===== src/rtl/uart_pkg.sv =====
// Shared defaults and state encoding for the UART transmit arbiter.
package uart_pkg;

   localparam int NB_DATA_DEF = 8;
   localparam int TIMEOUT_DEF = 1048576;

   typedef enum logic [1:0] {
      ST_IDLE = 2'd0,
      ST_SEND = 2'd1,
      ST_WAIT = 2'd2
   } arb_state_e;

endpackage


===== src/rtl/arb_timeout_cnt.sv =====
// Saturating watchdog counter; expired flags the cycle the count sits at TIMEOUT-1.
module arb_timeout_cnt
   import uart_pkg::*;
#(
   parameter int TIMEOUT = TIMEOUT_DEF
) (
   input  logic clk,
   input  logic reset,
   input  logic clear,
   input  logic enable,
   output logic expired
);

   localparam int            CW    = $clog2(TIMEOUT);
   localparam logic [CW-1:0] LIMIT = CW'(TIMEOUT - 1);

   logic [CW-1:0] cnt_q, cnt_d;

   always_comb begin
      cnt_d = cnt_q;
      if (clear) begin
         cnt_d = '0;
      end else if (enable && (cnt_q != '1)) begin
         cnt_d = cnt_q + CW'(1);
      end
   end

   always_ff @(posedge clk or negedge reset) begin
      if (!reset) begin
         cnt_q <= '0;
      end else begin
         cnt_q <= cnt_d;
      end
   end

   assign expired = enable && !clear && (cnt_q == LIMIT);

endmodule


===== src/rtl/uart_tx_arbiter.sv =====
// Two-requester round-robin arbiter feeding a byte-wide UART transmitter.
// Optional packet lock enabled by defining UART_TX_ARB_LOCK_EN.
module uart_tx_arbiter
   import uart_pkg::*;
#(
   parameter int NB_DATA = NB_DATA_DEF,
   parameter int TIMEOUT = TIMEOUT_DEF
) (
   input  logic               clk,
   input  logic               reset,
   input  logic               req0_valid,
   input  logic [NB_DATA-1:0] req0_data,
   input  logic               req0_last,
   output logic               req0_ready,
   input  logic               req1_valid,
   input  logic [NB_DATA-1:0] req1_data,
   input  logic               req1_last,
   output logic               req1_ready,
   output logic               tx_start,
   output logic [NB_DATA-1:0] tx_data,
   input  logic               tx_done_tick,
   output logic [1:0]         grant,
   output logic               busy,
   output logic               err_timeout
);

   arb_state_e         state_q, state_d;
   logic [NB_DATA-1:0] hold_q, hold_d;
   logic [1:0]         grant_q, grant_d;
   logic               busy_q, busy_d;
   logic               tx_start_q, tx_start_d;
   logic               err_q, err_d;
   logic               last_q, last_d;   // index of the requester served last
   logic               run_q;            // keeps ready low while reset is held

   logic [1:0]              vld, elig, rdy;
   logic [1:0][NB_DATA-1:0] dat;
   logic                    sel_idx, accept, locked, wd_expired;

   assign vld = {req1_valid, req0_valid};
   assign dat = {req1_data, req0_data};

`ifdef UART_TX_ARB_LOCK_EN
   logic       lock_q, lock_d;
   logic [1:0] lst;
   assign lst    = {req1_last, req0_last};
   assign locked = lock_q;
`else
   logic unused_last;
   assign unused_last = req0_last ^ req1_last;
   assign locked      = 1'b0;
`endif

   // While locked only the grant holder is eligible.
   assign elig    = locked ? (vld & grant_q) : vld;
   assign sel_idx = elig[1] & (~elig[0] | ~last_q);
   assign accept  = run_q && (state_q == ST_IDLE) && (|elig);
   assign rdy     = accept ? {sel_idx, ~sel_idx} : 2'b00;

   assign req0_ready  = rdy[0];
   assign req1_ready  = rdy[1];
   assign tx_start    = tx_start_q;
   assign tx_data     = hold_q;
   assign grant       = grant_q;
   assign busy        = busy_q;
   assign err_timeout = err_q;

   arb_timeout_cnt #(.TIMEOUT(TIMEOUT)) u_wd (
      .clk     (clk),
      .reset   (reset),
      .clear   (state_q != ST_WAIT),
      .enable  (state_q == ST_WAIT),
      .expired (wd_expired)
   );

   always_comb begin
      state_d    = state_q;
      hold_d     = hold_q;
      grant_d    = grant_q;
      busy_d     = busy_q;
      last_d     = last_q;
      tx_start_d = 1'b0;
      err_d      = 1'b0;
`ifdef UART_TX_ARB_LOCK_EN
      lock_d     = lock_q;
`endif
      case (state_q)
         ST_IDLE: begin
            if (accept) begin
               hold_d     = dat[sel_idx];
               grant_d    = {sel_idx, ~sel_idx};
               busy_d     = 1'b1;
               tx_start_d = 1'b1;
               state_d    = ST_SEND;
`ifdef UART_TX_ARB_LOCK_EN
               lock_d     = ~lst[sel_idx];
`endif
            end
         end
         ST_SEND: state_d = ST_WAIT;
         ST_WAIT: begin
            // Done wins over a coincident watchdog expiry.
            if (tx_done_tick) begin
               state_d = ST_IDLE;
               busy_d  = 1'b0;
               last_d  = grant_q[1];
               if (!locked) grant_d = 2'b00;
            end else if (wd_expired) begin
               state_d = ST_IDLE;
               busy_d  = 1'b0;
               err_d   = 1'b1;
               grant_d = 2'b00;
`ifdef UART_TX_ARB_LOCK_EN
               lock_d  = 1'b0;
`endif
            end
         end
         default: state_d = ST_IDLE;
      endcase
   end

   always_ff @(posedge clk or negedge reset) begin
      if (!reset) begin
         state_q    <= ST_IDLE;
         hold_q     <= '0;
         grant_q    <= 2'b00;
         busy_q     <= 1'b0;
         tx_start_q <= 1'b0;
         err_q      <= 1'b0;
         last_q     <= 1'b1;
         run_q      <= 1'b0;
`ifdef UART_TX_ARB_LOCK_EN
         lock_q     <= 1'b0;
`endif
      end else begin
         state_q    <= state_d;
         hold_q     <= hold_d;
         grant_q    <= grant_d;
         busy_q     <= busy_d;
         tx_start_q <= tx_start_d;
         err_q      <= err_d;
         last_q     <= last_d;
         run_q      <= 1'b1;
`ifdef UART_TX_ARB_LOCK_EN
         lock_q     <= lock_d;
`endif
      end
   end

endmodule


===== config.mk =====
export PLATFORM = sky130hd
export DESIGN_NAME = uart_tx_arbiter
export DESIGN_NICKNAME = d
export VERILOG_FILES = /design/src/rtl/uart_pkg.sv /design/src/rtl/arb_timeout_cnt.sv /design/src/rtl/uart_tx_arbiter.sv
export SDC_FILE = /design/constraint.sdc
export NUM_CORES = 1
export LEC_CHECK = 0
export CAP_MARGIN = 15
export CORE_MARGIN = 1.5
export CORE_UTILIZATION = 55
export CTS_CLUSTER_DIAMETER = 30
export DETAILED_ROUTE_END_ITERATION = 6
export GPL_TIMING_DRIVEN = 0
export PLACE_DENSITY = 0.89
export SETUP_SLACK_MARGIN = 0.1
export SYNTH_ARGS = -nofsm -noshare
export SYNTH_HDL_FRONTEND = slang
export SYNTH_SLANG_ARGS = --single-unit

===== constraint.sdc =====
create_clock -name clk -period 2.6 [get_ports clk]
set_input_delay 0.39 -clock clk [delete_from_list [all_inputs] [get_ports clk]]
set_output_delay 0.39 -clock clk [all_outputs]
set_load 0.05 [all_outputs]

======== Yosys cells after proc, flatten, opt, wreduce, memory -nomap -nowiden ========
Cells that the tools add are included.
word-level totals
  flip-flop bits (word level) ............. 37
  word-level logic and storage cells ...... 57
  input port bits ......................... 23
  output and inout bits ................... 15
operators by class
  equal/unequal tests ..................... 7
  add/sub/neg operators ................... 1
  reduce and logical (&&, ||, !) cells .... 14
  $lt $le $gt $ge ......................... 1
  bitwise gates (word level) .............. 5
  multiplexer cells ....................... 20
operator list
  kind                     count
  $mux W20                 2
  $add A20 B1 Y20 const B  1
  $eq A20 B20 Y1 const B   1
  $ne A20 B20 Y1 const B   1
  $mux W8                  2
  $mux W2                  5
  $mux W1                  8
  $pmux W2 S3              1
  $reduce_and A2 Y1        3
  $logic_and A1 B1 Y1      5
  $ne A2 B2 Y1 const B     2
  $pmux W2 S2              1
  $reduce_bool A2 Y1       2
  $ne A3 B3 Y1 const B     1
  $not A1 Y1               3
  $reduce_and A3 Y1        1
  $eq A2 B1 Y1 const B     1
  $eq A2 B2 Y1 const B     1
  $logic_not A2 Y1         1
  $lt A1 B2 Y1 const B     1
  $pmux W1 S2              1
  $reduce_or A2 Y1         1
  $and A1 B1 Y1            1
  $logic_not A1 Y1         1
  $or A1 B1 Y1             1

======== Depth between registers and ports, before layout ========
Gate-level depths: netlist of the first run.
  depth in word-level cells ............... 7
  depth in mapped cells ................... 7
  depth with buffers taken out ............ 6

======== Modules after synthesis ========
Synthesis of the first run repeated with hierarchy kept, for this count alone.
second synthesis, totals
  cells, all modules ...................... 212
  area, all modules ....................... 2090.8 µm²
modules (own cells, without submodules)
  module           instances  sequential area each (µm²)  cells an instance  area an instance (µm²)
  arb_timeout_cnt  1          500.5                       140                1308.8
  uart_tx_arbiter  1          426.7                       72                 782.0

======== Least setup slack after synthesis of the first run ========
OpenSTA, ideal clock, no wires.
  path type ............................... register to output
  start ................................... register state_q[1]
  end ..................................... output port req1_ready
  buffers on the path ..................... 1
  data required time ...................... 2.210 ns
  stages on the path, launching flop included .. 4
  path slack .............................. 0.843 ns
  arrival ................................. 1.367 ns
  path through ............................ dfrtp_1 > nor3b_1 > and2_1 > clkbuf_1
between the ends
  cells in the longest elaborated chain, start to end .. 4
ends and longest elaborated chain
  item                              line                    source
  start, declared                   uart_tx_arbiter.sv:27   arb_state_e state_q, state_d;
  start signal, assigned            uart_tx_arbiter.sv:136  state_q <= state_d;
  $logic_not A2 Y1                  uart_tx_arbiter.sv:57   assign accept = run_q && (state_q == ST_IDLE) && (|elig);
  $logic_and A1 B1 Y1 (2 in a row)  uart_tx_arbiter.sv:57
  $mux W2                           uart_tx_arbiter.sv:58   assign rdy = accept ? {sel_idx, ~sel_idx} : 2'b00;
  end, declared                     uart_tx_arbiter.sv:18   output logic req1_ready,
No other way between the ends.

======== Worst setup path in the final report of the first run ========
  start ................................... register state_q[1]
  end ..................................... output port req0_ready
between the ends
  cells in the longest elaborated chain, start to end .. 4
ends and longest elaborated chain
  item                              line                   source
  $logic_not A2 Y1                  uart_tx_arbiter.sv:57
  $logic_and A1 B1 Y1 (2 in a row)  uart_tx_arbiter.sv:57
  $mux W2                           uart_tx_arbiter.sv:58
  end, declared                     uart_tx_arbiter.sv:14  output logic req0_ready,
No other way between the ends.

==> results.toml, run 1 <==
[setup_path]
reg2reg_depth = 7
crit_slowest_cell = "dfrtp_1"
regToRegSetupSlack_ns = 0.75
r2r-end = "u_wd.cnt_q[3]$_DFFE_PN0P_"
rr_startpoint = "u_wd.cnt_q[0]$_DFFE_PN0P_"
cp_max_fo = 10
critical_path_required_ns = 2.21
cp-end-kind = "output pin"
crit_type = "flop to output pin"
cpPeakStageDelay_ns = 0.44
path_cells = "nor3b_1, o21ai_1, inv_2, nand2b_1, clkbuf_2, inv_1, clkdlybuf4s15_2"
cp-start-kind = "flop"
worst_ep_arrival_time_ns = 1.99

[placement]
globalplace.congestion = 0.926
port_buffers = 35
pre_cts_ws_ns = -0.353
hpwl_mm = 3.18
placed_cells = 280

[power_and_ir_drop]
vdd_drop_max_v = 0.000650
p_comb_frac = 0.381
p_leak_uw = 0.00102
power.internal_uw = 1250
clkPwrFrac = 0.246
swShare = 0.377
p_sw_uw = 759
seq_power_share = 0.373
powerDensity_nw_per_um2 = 816

[sta]
fin_skew_ns = 0.00846
setup_slack_ns = 0.224
relSlewSlack = 0.454
worst_pin_slew_ns = 0.818
finalCriticalPeriod_ns = 2.38
fmax_mhz = 421
rsz0062_at_grt = "true"
fin_setup_tns_ns = 0
slew_violations = 0
hold_viol_final = 0
period_share = 0.914
setup_viol = 0

[cells_and_area]
area_growth_pct = 26.1
layout_commonest_cell = "dfrtp_1"
fin_nets = 265
final_cells = 288
layout-drive-gt1-share = 0.124
mostFrequentLayoutCells = "36 x dfrtp_1, 32 x clkdlybuf4s50_1, 16 x nand2_1"
multi_input_area_sq_um = 911
fill_cells = 260
antenna_cells = 0
register_area_sq_um = 927

[global_route]
grt_usage = 0.248
grt_pass1_vias = 1664
grt_pass1_wl_mm = 7.62
antenna_found_initial = 0
grt_max_degree = 38
overflow = 0

[clocking]
cts_buffers = 5
cts_resized = 6
clk_pin_slew_worst_paths_ns = 0.12
clkSinkCount = 37
cts_setup_buffers = 0
clock_path_buffers = 2
clk-insertion-delay-late_ns = 0.35
htree_levels = 2
root_buffer = "clkbuf_4"
hold_buffers = 0
cts_tree = "done"

[route]
via_per_inst = 6.04
drt_iter0_markers = 269
vias = 1740
drc = 0
drt-pass1-iter-count = 5
wirelength_mm = 4.42
drtAntennaViolNets = 0
wl_per_cell_microns = 15.3

[logic_synthesis]
synth_ff_type = "dfrtp_1"
syn-num-nets = 223
yosysSeqAreaShare = 0.474
synth_area_sq_um = 1960
syn_area_per_cell_sq_um = 9.83
yosysWarnings = 0
yosysUniqueCellTypes = 53
synth_seq_cells = 37
synth_edf_count = 0
netlist_instances = 199
synthArstFlopShare = 1.00

[floorplan]
start_util = 0.581
die_h_microns = 62.6
io-pin-count = 38
num_rows = 21
core_sq_um = 3360
dieArea_sq_um = 3920
die_width_microns = 62.6

[outcome]
run_status = "completed"

[worst_hold_path]
hold_class = "primary input to async pin"

[flow_run]
cap_violations = 0
## worst max-delay path, delay by kind of cell (launching register included)
| kind | cells | cell delay, ns |
|---|---|---|
| AOI/OAI and AO/OA | 1 | 0.14 |
| buffers and inverters | 4 | 0.74 |
| DFF | 1 | 0.44 |
| and+or+nand+nor | 2 | 0.31 |
## cell type report
class                   count  area share
flip-flops and latches     37       0.376
multi-input cells         137       0.369
repair buffers             35       0.141
plain buffers              11      0.0274
clock inverters             3      0.0264
well taps                  46      0.0233
inverters                  14      0.0213
clock buffers               5      0.0152
## per-stage QoR
| stage | hold WS, ns | cell area (sq um) | utilization | total power [uW] |
|---|---|---|---|---|
| 4_1_cts | 0.133 | 2460 | 0.733 | 2020 |
| 2_1_floorplan | 0.0944 | 1960 | - | 1250 |
| 6_report | 0.124 | 2470 | 0.733 | 2010 |
| 5_1_grt | 0.167 | 2470 | 0.733 | 2100 |
| 3_3_place_gp | 0.489 | 2360 | 0.703 | 1520 |
| 3_5_place_dp | 0.494 | 2360 | 0.701 | 1530 |
## flip-flops by register name (all words and copies together), names as in the netlist
register	flops
u_wd.cnt_q	20
run_q	1
grant	2
state_q	2
last_q	1
tx_data	8
tx_start	1
busy	1
err_timeout	1
## routing by layer
metal  up-vias  wire length, microns  track usage
li1        828                     -            -
met1       860                  1920        0.319
met2        46                  2230        0.407
met3         6                   186       0.0541
met4         0                    79        0.103
met5         -                     0            0
## cells by family after synthesis
group,share of synthesized area
simple gates,0.220
flops,0.474
mux,0.0339
other cells,0.00192
buf+inv,0.0601
fa+ha+maj,0.00640
compound gates,0.203
## power by group through the flow
| stage | clock network [uW] | registers, uW | logic, uW |
|---|---|---|---|
| 2_1_floorplan | 0 | 1050 | 202 |
| 3_3_place_gp | 0 | 759 | 758 |
| 3_5_place_dp | 0 | 762 | 767 |
| 4_1_cts | 498 | 751 | 769 |
| 5_1_grt | 527 | 766 | 805 |
| 6_report | 495 | 751 | 766 |
## synth_stat cells (3+ instances only)
library cell   n  share of area
and3_1         5          0.016
nor4_1         3         0.0096
inv_1         13          0.025
or3_1          4          0.013
o21ai_1        5          0.013
nand4_1        7          0.022
o31ai_1        7          0.027
nor2_1         4         0.0077
and2_1         4          0.013
clkbuf_1       5         0.0096
nand3_1        5          0.013
nand2b_1       5          0.016
a21oi_1       11          0.028
or4_1          5          0.019
o21ai_0        9          0.023
dfrtp_1       36           0.46
nand2_1       16          0.031
mux2i_1        4          0.020
a22oi_1        8          0.031
## how the worst max path moves through the flow
stage	start	to	depth (start not counted)	slack (ns)
after global placement	req1_valid	req1_ready	5	-0.25
after detailed placement	req1_valid	req1_ready	5	-0.35
after CTS	req1_valid	req1_ready	5	0.10
after global routing	state_q[1]$_DFFE_PN0P_	req0_ready	7	0.01
final	state_q[1]$_DFFE_PN0P_	req0_ready	7	0.22
after floorplan	state_q[1]$_DFFE_PN0P_	req1_ready	3	0.84
Power figures use the tool's default switching activity.
==> inputs of run 2 (changes only) <==
--- a/config.mk
+++ b/config.mk
@@ -8,7 +8,6 @@
 export CAP_MARGIN = 15
 export CORE_MARGIN = 1.5
 export CORE_UTILIZATION = 55
-export CTS_CLUSTER_DIAMETER = 30
 export DETAILED_ROUTE_END_ITERATION = 6
 export GPL_TIMING_DRIVEN = 0
 export PLACE_DENSITY = 0.89
==> results of run 2 <==
The final DEF is identical to that of run 1; final timing and power are the same.
==> inputs of run 3 (changes only) <==
--- a/config.mk
+++ b/config.mk
@@ -6,7 +6,6 @@
 export NUM_CORES = 1
 export LEC_CHECK = 0
 export CAP_MARGIN = 15
-export CORE_MARGIN = 1.5
 export CORE_UTILIZATION = 55
 export DETAILED_ROUTE_END_ITERATION = 6
 export GPL_TIMING_DRIVEN = 0
==> run 3 against run 2 <==
  * Global-route usage rose by 1.8 points
  * Clock skew rose by 0.0053 ns
  * Critical endpoint unchanged
  * Sequential power barely moved
  * Critical path type unchanged
==> results.toml, run 3 (synthesized netlist as in run 1, its figures left out) <==
[outcome]
run_status = "completed"

[setup_path]
crit_family = "buffers and inverters"
cp_max_fo = 10
cp-start-kind = "flop"
crit_slowest_cell = "dfrtp_1"
reg2reg_depth = 6
r2r-end = "grant[1]$_DFFE_PN0P_"
worst_ep_arrival_time_ns = 1.91
cp.depth = 7
path_buf_inv = 4
regToRegSetupSlack_ns = 0.74
path_cells = "nor3b_1, o21ai_1, inv_2, nand2b_1, clkbuf_1, inv_1, buf_2"
critical_path_required_ns = 2.21
cp-end-kind = "output pin"
cpPeakStageDelay_ns = 0.44
crit_start = "state_q[1]$_DFFE_PN0P_"
crit_type = "flop to output pin"
rr_startpoint = "u_wd.cnt_q[0]$_DFFE_PN0P_"
timing.critical_path.to = "req0_ready"

[sta]
relSlewSlack = 0.463
rsz0062_at_grt = "true"
fin_setup_tns_ns = 0
hold_viol_final = 0
worst_pin_slew_ns = 0.806
fin_skew_ns = 0.0138
fmax_mhz = 434
slew_violations = 0
period_share = 0.886
setup_viol = 0
finalCriticalPeriod_ns = 2.30

[cells_and_area]
antenna_cells = 0
multi_input_area_sq_um = 911
fill_cells = 262
largest_reg_flops = 20
register_area_sq_um = 927
layout_commonest_cell = "dfrtp_1"
fin_nets = 265
layout-drive-gt1-share = 0.120
largest_register = "u_wd.cnt_q"
stdcell_area_sq_um = 2460
mostFrequentLayoutCells = "36 x dfrtp_1, 32 x clkdlybuf4s50_1, 16 x nand2_1"
area_growth_pct = 25.7

[route]
wl_per_cell_microns = 15.6
drtAntennaViolNets = 0
vias = 1698
drc = 0
via_per_inst = 5.90
drt-pass1-iter-count = 4
drt_iter0_markers = 201
wirelength_mm = 4.48

[floorplan]
start_util = 0.581
die_h_microns = 61.6
num_rows = 21
core_sq_um = 3360
die_width_microns = 61.6
io-pin-count = 38
dieArea_sq_um = 3800

[clocking]
clkSinkCount = 37
hold_buffers = 0
cts_resized = 6
cts_tree = "done"
root_buffer = "clkbuf_4"
clk_pin_slew_worst_paths_ns = 0.12
clock_path_buffers = 2
cts_buffers = 5
clk-insertion-delay-late_ns = 0.36
cts_setup_buffers = 0
htree_levels = 2

[power_and_ir_drop]
powerDensity_nw_per_um2 = 822
p_leak_uw = 0.00102
vdd_drop_max_v = 0.000578

[placement]
port_buffers = 35
globalplace.congestion = 0.882
post_dp_cell_area_sq_um = 2360
hpwl_mm = 3.11

[global_route]
grt_pass1_vias = 1512
grt_pass1_wl_mm = 7.09
antenna_found_initial = 0
overflow = 0
grt_usage = 0.266
grt_max_degree = 38

[flow_run]
cap_violations = 0

[worst_hold_path]
hold_class = "primary input to async pin"
==> run 3: layout make-up <==
class	count	share of cell area
buffer	11	0.0270
clock buffer	5	0.0153
clock inverter	3	0.0265
inverter	14	0.0214
multi-input combinational	137	0.370
sequential	37	0.377
tap	46	0.0234
timing repair buffer	35	0.139
==> run 3: worst reg2reg max path: cells and delay by family, from the launching register on <==
kind	cells	cell delay, ns
compound gates	2	0.55
fa+ha+maj	1	0.25
buf+inv	1	0.15
flops	1	0.43
simple gates	2	0.41
==> run 3: worst min path at each step <==
stage                               from                         to  slack (ns)  cells after the start
global route                       reset  u_wd.cnt_q[3]$_DFFE_PN0P_        0.16                      1
detailed placement  grant[0]$_DFFE_PN0P_       grant[0]$_DFFE_PN0P_        0.50                      1
floorplan                          reset           busy$_DFFE_PN0P_        0.09                      0
finish                             reset     state_q[1]$_DFFE_PN0P_        0.10                      1
global placement    grant[0]$_DFFE_PN0P_       grant[0]$_DFFE_PN0P_        0.49                      1
CTS                                reset  u_wd.cnt_q[0]$_DFFE_PN0P_        0.13                      1
==> run 3: layer usage <==
metal / track usage / wire length [microns]
met5: 0 / 0
met3: 0.107 / 239
met4: 0.0921 / 57
met1: 0.337 / 1890
met2: 0.413 / 2290
==> run 3: stage by stage <==
stage                     worst slack, ns  utilization  std cells  total power [uW]  hold slack, ns
after floorplan                     0.843            -        199              1250          0.0944
after global placement             -0.247        0.703        280              1520           0.490
after detailed placement           -0.242        0.701        280              1540           0.504
after CTS                           0.162        0.733        288              2040           0.130
after global routing               0.0605        0.731        288              2120           0.164
final                               0.297        0.731        288              2020           0.104
==> run 3: power breakdown <==
| part | internal (uW) | switching (uW) |
|---|---|---|
| registers | 684 | 68.6 |
| logic | 269 | 497 |
| clock network | 298 | 203 |
